===== src/rtl/hazwell_mem_pkg.sv =====
// Shared types and constants for the CPU memory-port arbiter.
package hazwell_mem_pkg;

    typedef enum logic [1:0] {
        IDLE   = 2'd0,
        ACCESS = 2'd1,
        DONE   = 2'd2
    } state_t;

    localparam logic PORT_FETCH = 1'b0;
    localparam logic PORT_DATA  = 1'b1;

    localparam int DEF_AW = 32;
    localparam int DEF_DW = 32;

endpackage


===== src/rtl/arb_sel2.sv =====
// Two-way combinational winner select. Round-robin when MEM_PORT_ARB_RR_EN is
// defined, otherwise fixed priority with the data port winning.
module arb_sel2
    import hazwell_mem_pkg::*;
(
`ifdef MEM_PORT_ARB_RR_EN
    input  logic last_grant,
`endif
    input  logic req0,
    input  logic req1,
    output logic grant
);

    always_comb begin
        grant = PORT_FETCH;
        if (req0 && req1) begin
`ifdef MEM_PORT_ARB_RR_EN
            grant = ~last_grant;
`else
            grant = PORT_DATA;
`endif
        end else if (req1) begin
            grant = PORT_DATA;
        end
    end

endmodule


===== src/rtl/mem_port_arbiter.sv =====
// Shares the CPU memory port between fetch (port 0) and data (port 1) with an
// IDLE/ACCESS/DONE handshake. Arbitration mode selected by MEM_PORT_ARB_RR_EN.
module mem_port_arbiter
    import hazwell_mem_pkg::*;
#(
    parameter int AW = DEF_AW,
    parameter int DW = DEF_DW
) (
    input  logic          iClk,
    input  logic          nRst,
    input  logic          iReq0,
    input  logic          iReq1,
    input  logic          iWe0,
    input  logic          iWe1,
    input  logic [AW-1:0] iAddr0,
    input  logic [AW-1:0] iAddr1,
    input  logic [DW-1:0] iWData0,
    input  logic [DW-1:0] iWData1,
    output logic          oAck0,
    output logic          oAck1,
    output logic [DW-1:0] oRData,
    output logic [AW-1:0] oMemAddr,
    output logic [DW-1:0] oMemData,
    input  logic [DW-1:0] iMemData,
    output logic          oMemRead,
    output logic          oMemWrite,
    input  logic          iMemReady,
    output logic          oBusy
);

    state_t state_reg;
    state_t state_next;
    logic   start;
    logic   finish;
    logic   win;
    logic   win_we;
    logic   owner_reg;
    logic   we_reg;

`ifdef MEM_PORT_ARB_RR_EN
    logic   last_grant_reg;

    // Reset as if fetch won last, so the first tie goes to the data port.
    always_ff @(posedge iClk or negedge nRst) begin
        if (!nRst) begin
            last_grant_reg <= PORT_FETCH;
        end else if (start) begin
            last_grant_reg <= win;
        end
    end
`endif

    arb_sel2 u_sel (
`ifdef MEM_PORT_ARB_RR_EN
        .last_grant (last_grant_reg),
`endif
        .req0       (iReq0),
        .req1       (iReq1),
        .grant      (win)
    );

    assign win_we = win ? iWe1 : iWe0;
    assign oBusy  = (state_reg != IDLE);

    always_ff @(posedge iClk or negedge nRst) begin
        if (!nRst) begin
            state_reg <= IDLE;
        end else begin
            state_reg <= state_next;
        end
    end

    always_comb begin
        state_next = state_reg;
        start      = 1'b0;
        finish     = 1'b0;
        case (state_reg)
            IDLE: begin
                if (iReq0 || iReq1) begin
                    start      = 1'b1;
                    state_next = ACCESS;
                end
            end
            ACCESS: begin
                if (iMemReady) begin
                    finish     = 1'b1;
                    state_next = DONE;
                end
            end
            DONE: begin
                state_next = IDLE;
            end
            default: begin
                state_next = IDLE;
            end
        endcase
    end

    // Memory address/data double as the request latches, so they naturally
    // hold their last values outside ACCESS.
    always_ff @(posedge iClk or negedge nRst) begin
        if (!nRst) begin
            owner_reg <= PORT_FETCH;
            we_reg    <= 1'b0;
            oMemAddr  <= '0;
            oMemData  <= '0;
            oMemRead  <= 1'b0;
            oMemWrite <= 1'b0;
            oRData    <= '0;
            oAck0     <= 1'b0;
            oAck1     <= 1'b0;
        end else begin
            oAck0 <= 1'b0;
            oAck1 <= 1'b0;
            if (start) begin
                owner_reg <= win;
                we_reg    <= win_we;
                oMemAddr  <= win ? iAddr1 : iAddr0;
                oMemData  <= win ? iWData1 : iWData0;
                oMemRead  <= ~win_we;
                oMemWrite <= win_we;
            end
            if (finish) begin
                oMemRead  <= 1'b0;
                oMemWrite <= 1'b0;
                if (!we_reg) begin
                    oRData <= iMemData;
                end
                oAck0 <= (owner_reg == PORT_FETCH);
                oAck1 <= (owner_reg == PORT_DATA);
            end
        end
    end

endmodule


===== config.mk =====
export PLATFORM = sky130hd
export DESIGN_NAME = mem_port_arbiter
export DESIGN_NICKNAME = d
export VERILOG_FILES = /design/src/rtl/hazwell_mem_pkg.sv /design/src/rtl/arb_sel2.sv /design/src/rtl/mem_port_arbiter.sv
export SDC_FILE = /design/constraint.sdc
export NUM_CORES = 1
export LEC_CHECK = 0
export CAP_MARGIN = 40
export CORE_ASPECT_RATIO = 0.75
export CORE_UTILIZATION = 25
export CTS_BUF_LIST = sky130_fd_sc_hd__clkbuf_4 sky130_fd_sc_hd__clkbuf_8 sky130_fd_sc_hd__clkbuf_16
export DETAILED_ROUTE_END_ITERATION = 12
export PLACE_DENSITY = 0.53
export SYNTH_ARGS = -nofsm -noshare
export SYNTH_HDL_FRONTEND = slang
export SYNTH_SLANG_ARGS = --single-unit
export TNS_END_PERCENT = 20

===== constraint.sdc =====
create_clock -name iClk -period 1.7 [get_ports iClk]
set_clock_uncertainty 0.1 [all_clocks]
set_input_delay 0.17 -clock iClk [delete_from_list [all_inputs] [get_ports iClk]]
set_output_delay 0.17 -clock iClk [all_outputs]
set_load 0.01 [all_outputs]

Yosys cells after proc, flatten, opt, wreduce, memory -nomap -nowiden

Cells that the tools add are included.

Output and inout port bits: 101
Flip-flop bits (word level): 104
Logic and storage cells: 41
Input port bits: 167

Equal/unequal tests: 3
Bitwise logic cells: 3
Mux-type cells: 18
Reductions and logical operators: 7

Operator list:

| cell               | count |
|---|---|
| $mux 32            | 2 |
| $mux 1             | 13 |
| $mux 2             | 2 |
| $ne 2x2->1 const B | 2 |
| $pmux 2 s2         | 1 |
| $reduce_and 2->1   | 2 |
| $reduce_bool 2->1  | 2 |
| $not 1->1          | 3 |
| $eq 2x1->1 const B | 1 |
| $logic_not 2->1    | 1 |
| $logic_and 1x1->1  | 1 |
| $logic_or 1x1->1   | 1 |

Longest topological paths before layout

Gate-level depths: netlist (run 1).

Depth in word-level cells: 6
Gate-level depth with buffers: 6
Mapped depth without buffers: 4

Cells and area by module

From an unflattened synthesis (run 1), not the netlist that was laid out.

Cell total of the unflattened synthesis: 300
Area total of the unflattened synthesis: 4675.7 um^2

Modules (own cells, without submodules):

| module           | area each (um^2) | cells each | times used | seq. area each (um^2) |
|---|---|---|---|---|
| mem_port_arbiter | 4672.0           | 299        | 1          | 2602.5 |
| arb_sel2         | 3.8              | 1          | 1          | 0.0 |

Worst setup path after synthesis (run 1)

No wires, ideal clock.

Path type: flip-flop to flip-flop
Start: reg state_reg[0]
End: reg oMemAddr[23]
Arrival: 1.352 ns
Cell stages (with the launch flop): 7
Required time: 1.475 ns
Slack: 0.123 ns
Library setup time: 0.125 ns
Period minus slack after synthesis: 1.577 ns
Path buffers: 2
Path through: dfrtp_1 -> nor2_2 -> inv_2 -> nor2_4 -> buf_6 -> buf_6 -> mux2_4

Longest elaborated chain between the ends: 2

Ends and longest elaborated chain:

| item                   | RTL line                | text |
|---|---|---|
| from (decl)            | mem_port_arbiter.sv:31  | `state_t state_reg;` |
| from (signal assigned) | mem_port_arbiter.sv:69  | `state_reg <= state_next;` |
| $logic_not 2->1        | mem_port_arbiter.sv:77  | `case (state_reg)` |
| $mux 1                 | mem_port_arbiter.sv:77  |  |
| to (signal assigned)   | mem_port_arbiter.sv:118 | `oMemAddr <= win ? iAddr1 : iAddr0;` |
| to (decl)              | mem_port_arbiter.sv:22  | `output logic [AW-1:0] oMemAddr,` |

No other way between the ends.
A chain may end at the register's enable or synchronous reset.

Final worst setup path (run 1)

Start: reg state_reg[1]
End: reg oMemData[16]

Longest elaborated chain between the ends: 2

Ends and longest elaborated chain:

| item                 | RTL line                | text |
|---|---|---|
| $logic_not 2->1      | mem_port_arbiter.sv:77  |  |
| $mux 1               | mem_port_arbiter.sv:77  |  |
| to (signal assigned) | mem_port_arbiter.sv:119 | `oMemData <= win ? iWData1 : iWData0;` |
| to (decl)            | mem_port_arbiter.sv:23  | `output logic [DW-1:0] oMemData,` |

No other way between the ends.

==> results of run 1 <==
[cell families after synthesis]
group	synth area share, %
AOI/OAI and AO/OA	0.8760
buffers and inverters	3.942
DFF	53.59
muxes	40.27
and+or+nand+nor	1.314
[layout make-up]
| class | count | area (um2) | share of cell area, % |
|---|---|---|---|
| clock buffer | 10 | 232.7 | 2.854 |
| clock inverter | 6 | 51.30 | 0.6290 |
| inverter | 2 | 7.507 | 0.09205 |
| multi-input combinational | 177 | 2062 | 25.28 |
| sequential | 104 | 2603 | 31.91 |
| tap | 247 | 309.0 | 3.790 |
| timing repair buffer | 282 | 2890 | 35.44 |
[critical path: stages, from the launching register on]
cell and delay [ps]:
dfrtp_1 400, nor2_2 140, inv_2 60, nor2_4 110
buf_12 130, clkbuf_16 200, mux2_2 350
[power breakdown]
group	switching [mW]	internal, mW
Sequential	0.652	3.73
Clock	0.961	1.03
Combinational	2.30	4.28
[layer usage]
layer	track usage, %	up-vias	wire [um]	part of all wire (%)
met4	3.505	0	130	1.0
li1	-	1632	-	-
met3	5.373	9	1285	9.9
met5	0	-	0	0
met2	20.90	145	5974	46
met1	15.85	1659	5630	43
[worst paths after layout]
kind | from | to | slack (ps) | depth (start not counted)
min | iReq1 | state_reg[0] | 270 | 4
max in group asynchronous | nRst | oMemData[9] | 740 | 3
max | state_reg[1] | oMemData[16] | 100 | 6
min in group asynchronous | nRst | oMemAddr[19] | 340 | 3
max reg2reg | state_reg[1] | oMemData[16] | 100 | 6
min reg2reg | owner_reg | oAck0 | 370 | 1
[cell usage in the layout, fill, tap and decap left out, types with 2 or more instances in the layout]
| master | synthesis | layout |
|---|---|---|
| mux2_4 | 38 | 38 |
| mux2_2 | 72 | 72 |
| dfrtp_1 | 104 | 104 |
| buf_12 | 0 | 6 |
| inv_6 | 0 | 2 |
| mux2_1 | 51 | 51 |
| clkbuf_16 | 0 | 11 |
| nor2_2 | 3 | 3 |
| clkinvlp_4 | 0 | 3 |
| clkdlybuf4s50_1 | 0 | 264 |
| buf_4 | 0 | 7 |
[stage by stage]
| step | TNS (ps) | area, um2 |
|---|---|---|
| after floorplan | 0 | 4856 |
| after global placement | -1384 | 7784 |
| after detailed placement | -4472 | 7784 |
| after CTS | 0 | 8077 |
| after global routing | 0 | 8155 |
| final | 0 | 8155 |
[timing repair]
item,in CTS,in global routing
setup buffers,0,2
pin swaps,0,2
gates cloned,0,2
setup endpoints to repair,1,7
hold buffers,1,0
endpoints found under the hold margin,104,0
resized for setup,1,1
==> flow_summary.toml, run 1 <==
[worst_setup_path]
worst_ep_required_time_ps = 1840
crit_path_max_fanout = 17
worstPathArrival_ps = 1740
critPathCaptureType = "register"
path_class = "reg -> reg"
start_kind = "register"

[sta]
hold_ws_ps = 266.1
worstMarginPinSlew_ps = 564.4
fmax_mhz = 623.7
fin_ws_ps = 96.58
setup_viol = 0
hold_viol = 0
rsz0062_at_grt = "no"
fin_crit_sh_pct = 94.32
final-max-slew-violation-count = 0
relSlewSlack_pct = 62.37
period_needed_ps = 1603

[min_path]
hp-class = "in -> reg"

[yosys]
yosys-top-cells-count = "104 x dfrtp_1, 72 x mux2_2, 51 x mux2_1, 38 x mux2_4, 11 x buf_6"
synth_area_um2 = 4856
syn_area_per_cell_um2 = 16.19
yosys_warnings = 0
syn_nets = 467
yosysTopAreaCellShare_pct = 53.59
yosys_most_used_dff = "dfrtp_1"
yosysSeqAreaShare_pct = 53.59
synth_cell_type_count = 23
async_flop_share_pct = 100.0
ys_seq_elements = 104
synth_top_cell_by_area = "dfrtp_1"
synthTopCellsByArea = "dfrtp_1 54%, mux2_2 17%, mux2_1 12%, mux2_4 12%, buf_6 2.6%"
syn_inst = 300
yosysMostFrequentCell = "dfrtp_1"
synth-edff-count = 0

[global_route]
grt_pass1_vias = 3720
grt_pass1_wl_um = 19870
grt_overflow_total = 0
grtUsageTotal_pct = 12.94
antenna_found_initial = 0
grt_max_degree = 105

[drt]
post_drt_wl_per_cell_um = 15.73
drt_first_pass_iters = 3
detail-route-antenna-nets = 0
num_vias = 3445
routed_wl_um = 13020
viasPerCell = 4.161
drcViolationCount = 0
first_iter_violations = 83

[layout]
fin_util_pct = 43.43
nets = 743
top_regs = "oMemAddr (32), oMemData (32), oRData (32)"
diodes = 0
drive_above_1_share_pct = 25.30
fillCellCount = 1712
area.growth.synth_to_final_pct = 67.95
post_layout_nonfiller_instances = 828

[clock_tree]
worst_skew_pair.late_latency_ps = 350
cts_max_level = 3
cts_buffer_depth = 2
cts_tree = "done"
clk_pin_slew_ps = 70
cts.sinks = 104
clock_tree.root_cell = "clkbuf_16"
cts_buffers = 9

[power]
leakagePower_nw = 3.342
ir_drop_v = 0.0008387
power_mw = 12.95
cellPowerDensity_nw_per_um2 = 1588

[placement]
dp.cells = 807
dpl.hpwl_um = 9409
port-buffer-count = 267
gp_congestion = 0.7260
pre_cts_slack_ps = -87.00

[floorplan]
start_util_pct = 25.86
io_pins = 268
die_y_um = 122.7
core_area_um2 = 18780
dieArea_um2 = 19990
die_w_um = 162.9
rows = 43

[outcome]
status = "finished clean"

[run]
maxCapViolations = 0
Note: power is estimated with default switching activity, not from simulation.
==> inputs of run 2 (changes only) <==
--- a/config.mk
+++ b/config.mk
@@ -10,6 +10,7 @@
 export CORE_UTILIZATION = 25
 export CTS_BUF_LIST = sky130_fd_sc_hd__clkbuf_4 sky130_fd_sc_hd__clkbuf_8 sky130_fd_sc_hd__clkbuf_16
 export DETAILED_ROUTE_END_ITERATION = 12
+export HOLD_SLACK_MARGIN = 0.08
 export PLACE_DENSITY = 0.53
 export SYNTH_ARGS = -nofsm -noshare
 export SYNTH_HDL_FRONTEND = slang
==> results of run 2 <==
Final layout, timing and power as in run 1 (identical DEF).
